[config.mk]
export PLATFORM = sky130hd
export DESIGN_NAME = i2c_ram_arbiter
export DESIGN_NICKNAME = d
export VERILOG_FILES = /design/src/rtl/i2c_ram_pkg.sv /design/src/rtl/i2c_ram_addr_counter.sv /design/src/rtl/i2c_ram_arbiter.sv
export SDC_FILE = /design/constraint.sdc
export NUM_CORES = 1
export LEC_CHECK = 0
export ABC_CLOCK_PERIOD_IN_PS = 2200
export CAP_MARGIN = 20
export CELL_PAD_IN_SITES_DETAIL_PLACEMENT = 0
export CELL_PAD_IN_SITES_GLOBAL_PLACEMENT = 1
export CORE_UTILIZATION = 26
export CTS_CLUSTER_DIAMETER = 60
export DETAILED_ROUTE_END_ITERATION = 16
export PLACE_DENSITY = 0.85
export SYNTH_ARGS = -nofsm -noshare
export SYNTH_HDL_FRONTEND = slang
export SYNTH_SLANG_ARGS = --single-unit
[constraint.sdc]
create_clock -name clk -period 2.2 [get_ports clk]
set_clock_uncertainty 0.15 [all_clocks]
set_input_delay 0.44 -clock clk [delete_from_list [all_inputs] [get_ports clk]]
set_output_delay 0.44 -clock clk [all_outputs]
set_load 0.02 [all_outputs]
[src/rtl/i2c_ram_pkg.sv]
// Shared definitions for the I2C display RAM arbiter: FSM states, RAM select
// codes and the default clear character.
package i2c_ram_pkg;

  typedef enum logic [2:0] {
    ST_IDLE,
    ST_WRITE,
    ST_CLEAR,
    ST_FETCH,
    ST_FETCH_LAST
  } state_t;

  localparam int          ADDR_W         = 5;
  localparam logic [1:0]  RAM_SEL_MENU   = 2'd0;
  localparam logic [1:0]  RAM_SEL_REMOTE = 2'd1;
  localparam logic [1:0]  RAM_SEL_LOCAL  = 2'd2;
  localparam logic [7:0]  CLEAR_CHAR_DEF = 8'h20;

endpackage

[src/rtl/i2c_ram_addr_counter.sv]
// Burst address counter: cleared while idle, counts up on enable and parks
// on the terminal address instead of wrapping.
module i2c_ram_addr_counter
  import i2c_ram_pkg::*;
#(
  parameter int DEPTH = 32
) (
  input  logic              clk,
  input  logic              rst_n,
  input  logic              i_clr,
  input  logic              i_en,
  output logic [ADDR_W-1:0] o_cnt,
  output logic              o_last
);

  localparam logic [ADDR_W-1:0] LAST_ADDR = ADDR_W'(DEPTH - 1);

  logic [ADDR_W-1:0] r_cnt;

  always_ff @(posedge clk or negedge rst_n) begin
    if (!rst_n) begin
      r_cnt <= '0;
    end else if (i_clr) begin
      r_cnt <= '0;
    end else if (i_en && !o_last) begin
      r_cnt <= r_cnt + 1'b1;
    end
  end

  assign o_cnt  = r_cnt;
  assign o_last = (r_cnt == LAST_ADDR);

endmodule

[src/rtl/i2c_ram_arbiter.sv]
// Arbitrates the shared MultiRAM between editor writes, local-RAM clears and
// display page fetches; bursts run to completion once started.
module i2c_ram_arbiter
  import i2c_ram_pkg::*;
#(
  parameter logic [7:0] CLEAR_CHAR = CLEAR_CHAR_DEF,
  parameter int         RAM_DEPTH  = 32
) (
  input  logic        clk,
  input  logic        rst_n,
  input  logic        wr_req,
  input  logic [4:0]  wr_addr,
  input  logic [7:0]  wr_data,
  output logic        wr_ack,
  input  logic        clr_req,
  output logic        clr_done,
  input  logic        fetch_req,
  input  logic [1:0]  fetch_sel,
  input  logic [4:0]  fetch_menu,
  output logic        fetch_valid,
  output logic [4:0]  fetch_idx,
  output logic [7:0]  fetch_data,
  output logic        fetch_done,
  output logic [1:0]  ram_sel,
  output logic [4:0]  ram_menu,
  output logic [4:0]  ram_add,
  output logic [7:0]  ram_din,
  output logic        ram_w,
  input  logic [7:0]  ram_dout,
  output logic        busy
);

  state_t      r_state;
  state_t      w_next;
  logic [1:0]  r_sel;
  logic [4:0]  r_menu;
  logic        r_fvalid;
  logic [4:0]  r_fidx;
  logic        r_fdone;
  logic        w_cnt_clr;
  logic        w_cnt_en;
  logic [4:0]  w_cnt;
  logic        w_cnt_last;

  i2c_ram_addr_counter #(
    .DEPTH (RAM_DEPTH)
  ) u_addr_counter (
    .clk    (clk),
    .rst_n  (rst_n),
    .i_clr  (w_cnt_clr),
    .i_en   (w_cnt_en),
    .o_cnt  (w_cnt),
    .o_last (w_cnt_last)
  );

  always_comb begin
    w_next    = r_state;
    ram_w     = 1'b0;
    ram_sel   = 2'd0;
    ram_add   = 5'd0;
    ram_din   = 8'd0;
    wr_ack    = 1'b0;
    clr_done  = 1'b0;
    w_cnt_clr = 1'b0;
    w_cnt_en  = 1'b0;
    case (r_state)
      ST_IDLE: begin
        w_cnt_clr = 1'b1;
        if (wr_req)         w_next = ST_WRITE;
        else if (clr_req)   w_next = ST_CLEAR;
        else if (fetch_req) w_next = ST_FETCH;
      end
      ST_WRITE: begin
        ram_w   = 1'b1;
        ram_sel = RAM_SEL_LOCAL;
        ram_add = wr_addr;
        ram_din = wr_data;
        wr_ack  = 1'b1;
        w_next  = ST_IDLE;
      end
      ST_CLEAR: begin
        ram_w    = 1'b1;
        ram_sel  = RAM_SEL_LOCAL;
        ram_add  = w_cnt;
        ram_din  = CLEAR_CHAR;
        w_cnt_en = 1'b1;
        if (w_cnt_last) begin
          clr_done = 1'b1;
          w_next   = ST_IDLE;
        end
      end
      ST_FETCH: begin
        ram_sel  = r_sel;
        ram_add  = w_cnt;
        w_cnt_en = 1'b1;
        if (w_cnt_last) w_next = ST_FETCH_LAST;
      end
      ST_FETCH_LAST: begin
        // No new address here: this cycle only returns the byte for the last one.
        ram_sel = r_sel;
        w_next  = ST_IDLE;
      end
      default: w_next = ST_IDLE;
    endcase
  end

  always_ff @(posedge clk or negedge rst_n) begin
    if (!rst_n) begin
      r_state  <= ST_IDLE;
      r_sel    <= 2'd0;
      r_menu   <= 5'd0;
      r_fvalid <= 1'b0;
      r_fidx   <= 5'd0;
      r_fdone  <= 1'b0;
    end else begin
      r_state <= w_next;
      if (r_state == ST_IDLE && w_next == ST_FETCH) begin
        r_sel  <= fetch_sel;
        r_menu <= fetch_menu;
      end
      // Read beats trail the address by one cycle to match the RAM's output register.
      r_fvalid <= (r_state == ST_FETCH);
      r_fidx   <= (r_state == ST_FETCH) ? w_cnt : 5'd0;
      r_fdone  <= (r_state == ST_FETCH) && w_cnt_last;
    end
  end

  assign ram_menu    = r_menu;
  assign fetch_valid = r_fvalid;
  assign fetch_idx   = r_fidx;
  assign fetch_data  = r_fvalid ? ram_dout : 8'd0;
  assign fetch_done  = r_fdone;
  assign busy        = (r_state != ST_IDLE);

endmodule

==> flow_summary.ini, run 1 <==
[status]
status = finished, final reports clean

[power_and_ir_drop]
seq_power_share = 0.266
power.switching_mw = 1.002
power.total_mw = 2.536
combPwrFrac = 0.586
intPower_mw = 1.534
clockPowerShare = 0.148
irDropWorstVdd_mv = 0.7229
power.density_nw_per_um2 = 1241
switching_share = 0.3951
p_leak_nw = 1.045

[yosys]
synth-edff-count = 0
ys_seq_elements = 22
synth.distinct_cells = 28
synth_fa_ha_area_frac = 0.02198
synth-xor-area-share = 0.01538
syn_inst = 109
synthFlopType = dfrtp_1
syn_area_um2 = 1139
synth_compound_area_frac = 0.07033
muxShareOfSynthArea = 0.09560
async_flop_share = 1.000
synth_top_family_by_area = simple AND/OR/NAND/NOR gates
syn_avg_cell_area_um2 = 10.45
synth_fp_nets = 144
yosysSeqAreaShare = 0.4835
yosysWarnings = 0
synth-simple-area-share = 0.2791

[place]
dpl.hpwl_mm = 2.435
dp_slack_ns = -0.09863
routabilityCongestion = 0.7286
postPlaceCellArea_um2 = 1993
portBuffers = 71
dp_cells = 239

[routing]
wl_mm = 3.056
drcViolationCount = 0
postRouteAntennaNets = 0
drt_iter0_drc = 6
vias = 1102
via_per_inst = 4.535
wire_per_inst_um = 12.58
first_pass_iters = 4

[worst_setup_path]
path_cells = ha_2 -> and3_1 -> ha_1 -> nor3b_1 -> buf_2
r2r_slack_ns = 0.17
rr_startpoint = u_addr_counter.o_cnt[0]
arrival_ns = 1.54
cp_slowest_cell = dfrtp_1
r2r-end = u_addr_counter.o_cnt[3]
crit_fanout = 2
critPathMaxStageDelay_ns = 0.39
endpoint_kind = primary output
rr_worst_depth = 7
required_ns = 1.61
cp_top_family = adder cells
critPathBufInv = 1
path_class = reg2out
critPathLaunchType = flop

[job]
drv_cap = 0

[clock_network]
clock-sinks = 22
insertion_delay_ns = 0.26
clk_pin_slew_ns = 0.08
clk_path_buf_depth = 2
cts-root-buf = clkbuf_8
ctsHtreeMaxLevel = 1
tritoncts = yes
cts_buffers = 3

[global_routing]
overflow = 0
grt_antenna_before_repair = 0
grt_pass1_vias = 1088
grt_max_degree = 23
grt_usage = 0.1310
grt_pass1_wl_mm = 4.595

[floorplanning]
die-area_um2 = 4648
die_w_um = 68.18
start_util = 0.2767
die_h_um = 68.18
ios = 72
core_area_um2 = 4115
rows = 23

[final_layout]
fill_cells = 376
regArea_um2 = 553.0
final_design_area_no_fill_um2 = 2043
multi_input_area_um2 = 560.5
finalNetCount = 229
final_util = 0.4965
area_growth_pct = 79.45
layout-drive-gt1-share = 0.2073
layoutNonFillerInstCount = 243
antenna_cells = 0

[timing]
slew_headroom = 0.7684
timing.setup.tns_ns = 0
worst_slack_ns = 0.07197
finalCriticalPeriod_ns = 2.128
max_freq_mhz = 469.9
worstMarginPinSlew_ns = 0.3471
slew_violations = 0
whs_ns = 0.3469
rsz0062_at_grt = no
min_period_over_period = 0.9673
hold_viol_final = 0
setup_viol = 0

[worst_hold_path]
hp-class = reg2reg
hold_path.startpoint = r_sel[0]
holdPathStages = 1
hold_end = r_sel[0]
worst register-to-register path, cell delays in order, from the launching register on:
cell     delay (ns)
dfrtp_1        0.39
ha_2           0.19
and3_1         0.19
ha_1           0.21
buf_4          0.16
nor3b_4        0.33
nand4_1        0.16
mux2i_1        0.14
synth_stat cells, drive strengths merged (2+ instances only):
master / instances / share of area
nand2: 2 / 0.0066
and2: 20 / 0.11
nor2b: 2 / 0.011
nor2: 12 / 0.040
nand2b: 2 / 0.011
nor3: 2 / 0.019
xnor2: 2 / 0.015
dfrtp: 22 / 0.48
a21oi: 5 / 0.022
inv: 6 / 0.020
mux2: 7 / 0.069
nand4: 2 / 0.024
a22oi: 5 / 0.033
mux2i: 3 / 0.026
clkbuf: 3 / 0.0099
and3: 3 / 0.016
ha: 2 / 0.022
nor3b: 2 / 0.018
layout by cell type (no fill, tap or decap), types with 2 or more instances in the layout:
master	instances
a21oi_1	5
a22oi_1	5
and2_1	20
and3_1	3
buf_4	13
clkbuf_2	6
clkbuf_8	3
clkdlybuf4s15_1	5
clkdlybuf4s50_1	44
dfrtp_1	20
dfrtp_2	2
dlygate4sd2_1	10
dlymetal6s2s_1	5
inv_1	6
mux2_2	7
mux2i_1	3
nand2_1	2
nand2b_1	2
nor2_1	11
nor2b_1	2
xnor2_1	2
what timing repair did:
action / CTS / global route
pin swaps: 0 / 0
setup buffers: 0 / 0
resized for setup: 25 / 29
endpoints found under the hold margin: 0 / 0
hold buffers: 0 / 0
endpoints found under the setup margin: 22 / 20
layout make-up:
cell class,count,area share
flip-flops and latches,22,0.2707
well taps,50,0.03062
clock buffers,3,0.02021
clock inverters,1,0.01470
repair buffers,84,0.3784
inverters,6,0.01102
multi-input cells,77,0.2743
sequential cells by signal (all words and copies together), names as in the netlist:
name	count
fetch_done	1
fetch_idx	5
fetch_valid	1
r_sel	2
r_state	3
ram_menu	5
u_addr_counter.o_cnt	5
metal layers:
layer / global-route usage / vias up / wire (µm)
met5: 0 / - / 0
met4: 0.03385 / 0 / 36
met3: 0.03333 / 5 / 278
met2: 0.2610 / 55 / 1588
met1: 0.1314 / 510 / 1152
li1: - / 532 / -
power by group through the flow:
stage,registers (mW),logic [mW],clock network (mW)
6_report,0.675,1.49,0.375
5_1_grt,0.695,1.62,0.402
4_1_cts,0.675,1.50,0.384
3_5_place_dp,0.679,1.60,0
3_3_place_gp,0.665,1.58,0
2_1_floorplan,0.788,0.708,0
how the worst max path moves through the flow:
stage	from	slack, ns	cells past startpoint	end
after floorplan	u_addr_counter.o_cnt[0]	0.16	4	clr_done
after global placement	wr_addr[3]	-0.08	4	ram_add[3]
after detailed placement	wr_data[5]	-0.1	4	ram_din[5]
after CTS	u_addr_counter.o_cnt[0]	-0.10	5	clr_done
after global routing	r_state[0]	0.003	5	ram_add[4]
final	u_addr_counter.o_cnt[0]	0.07	5	clr_done
cells by family (layout without fill, tap and decap cells):
group	count (synthesis)	after routing
adder cells (fa/ha/maj)	2	2
flip-flops	22	22
AO/OA/AOI/OAI	13	13
multiplexers	10	10
XOR/XNOR	2	2
AND/OR/NAND/NOR	50	50
buffers and inverters	10	94
Power figures use the tool's default switching activity.
==> run 2, diff against run 1 <==
--- a/config.mk
+++ b/config.mk
@@ -6,13 +6,13 @@
 export NUM_CORES = 1
 export LEC_CHECK = 0
 export ABC_CLOCK_PERIOD_IN_PS = 2200
-export CAP_MARGIN = 20
+export CAP_MARGIN = 0
 export CELL_PAD_IN_SITES_DETAIL_PLACEMENT = 0
 export CELL_PAD_IN_SITES_GLOBAL_PLACEMENT = 1
 export CORE_UTILIZATION = 26
 export CTS_CLUSTER_DIAMETER = 60
 export DETAILED_ROUTE_END_ITERATION = 16
-export PLACE_DENSITY = 0.85
+export PLACE_DENSITY_LB_ADDON = 0.1
 export SYNTH_ARGS = -nofsm -noshare
 export SYNTH_HDL_FRONTEND = slang
 export SYNTH_SLANG_ARGS = --single-unit
==> run 2 against run 1 <==
  * Core utilization rose by 0.67 points
  * Combinational power increased by 3%
  * Global-route usage up 1.0 points
  * Clock-buffer cell count increased by 1
  * Clock power is 23% lower
  * Maximum frequency down 2.6%
  * Final cell count rose by 2.5%
  * Final area grew 1.3%
  * Largest cell class unchanged
==> flow_summary.ini, run 2 (synthesis results as in run 1) <==
[status]
status = finished, final reports clean

[clock_network]
cts_buffers = 3
hold_buffers = 0
insertion_delay_ns = 0.26
tritoncts = yes
clk_pin_slew_ns = 0.07
clock-sinks = 22
cts-root-buf = clkbuf_8
clk_path_buf_depth = 2
ctsHtreeMaxLevel = 1

[floorplanning]
start_util = 0.2767
ios = 72
rows = 23
die_h_um = 68.18
die-area_um2 = 4648
core_area_um2 = 4115
die_w_um = 68.18

[routing]
top_layer = met4
met2_length_mm = 1.814
wl_met1_mm = 1.234
drcViolationCount = 0
vias = 1113
first_pass_iters = 4
postRouteAntennaNets = 0
dr_wl_met3_um = 150
wire_per_inst_um = 12.89
via_per_inst = 4.470
drt_iter0_drc = 36
wl_mm = 3.210

[timing]
worstMarginPinSlew_ns = 0.2784
finalCriticalPeriod_ns = 2.185
timing.setup.tns_ns = 0
max_freq_mhz = 457.7
slew_headroom = 0.8144
min_period_over_period = 0.9931
hold_viol_final = 0
whs_ns = 0.3481
slew_violations = 0
setup_viol = 0

[global_routing]
overflow = 0
grt_pass1_vias = 1105
grt_max_degree = 23
grt_antenna_before_repair = 0
grt_pass1_wl_mm = 4.802
grt_usage = 0.1412

[place]
routabilityCongestion = 0.7631
dpl.hpwl_mm = 2.624
portBuffers = 71

[worst_setup_path]
endpoint_kind = primary output
crit_fanout = 1
path_class = in2out
rr_worst_depth = 8
critPathLaunchType = input pin
arrival_ns = 1.59
required_ns = 1.61

[final_layout]
layout-drive-gt1-share = 0.2010
layout.cells.most_common = clkdlybuf4s50_1
final_cell_mix = clkdlybuf4s50_1 (45), dfrtp_1 (21), and2_1 (20), buf_4 (19), dlygate4sd2_1 (13)
antenna_cells = 0
area_growth_pct = 81.87
finalNetCount = 235
final_util = 0.5032

[power_and_ir_drop]
p_leak_nw = 1.069
power.density_nw_per_um2 = 1201
irDropWorstVdd_mv = 0.6747

[worst_hold_path]
hp-class = reg2reg
holdPathStages = 1

[job]
drv_cap = 0
-- run 2: repair_timing --
action | CTS | global route
buffers inserted | 0 | 2
gates cloned | 0 | 0
resized for setup | 23 | 17
endpoints found under the setup margin | 21 | 16
-- run 2: layout make-up --
cell class	count	area [µm²]
Timing Repair Buffer	90	829.5
Tap cell	50	62.56
Sequential cell	22	551.8
Fill cell	405	2044
Inverter	6	22.52
Multi-Input combinational cell	77	549.3
Clock buffer	4	55.05
-- run 2: worst paths after layout --
kind	from	endpoint	slack [ns]
hold reg to reg	r_sel[0]	r_sel[0]	0.35
min in group asynchronous	rst_n	u_addr_counter.o_cnt[3]	0.37
max in group asynchronous	rst_n	r_state[0]	1.28
setup reg to reg	u_addr_counter.o_cnt[0]	u_addr_counter.o_cnt[3]	0.21
hold / removal	r_sel[0]	r_sel[0]	0.35
setup / recovery	ram_dout[7]	fetch_data[7]	0.02
-- run 2: critical path, cell delays in order --
cell and delay, ns:
clkdlybuf4s50_1 0.44, and2_1 0.11, clkdlybuf4s50_1 0.60
-- run 2: metal layers --
metal  up-vias  GRT usage
met3         2    0.03667
met5         -          0
met1       530     0.1468
met4         0    0.02344
li1        549          -
met2        32     0.2806
-- run 2: through the flow --
step                      setup slack, ns  area, µm²  instances  power (mW)
final                             0.01523       2071        249       2.487
after floorplan                    0.1579       1139        109       1.496
after detailed placement         -0.09083       2023        243       2.308
after global placement           -0.07360       2023        243       2.282
after global routing            -0.005672       2071        249       2.674
after CTS                        -0.06590       2054        247       2.498
-- run 2: where the power goes --
group,switching (mW),internal [mW]
combinational,0.770,0.760
clock,0.127,0.159
sequential,0.101,0.569
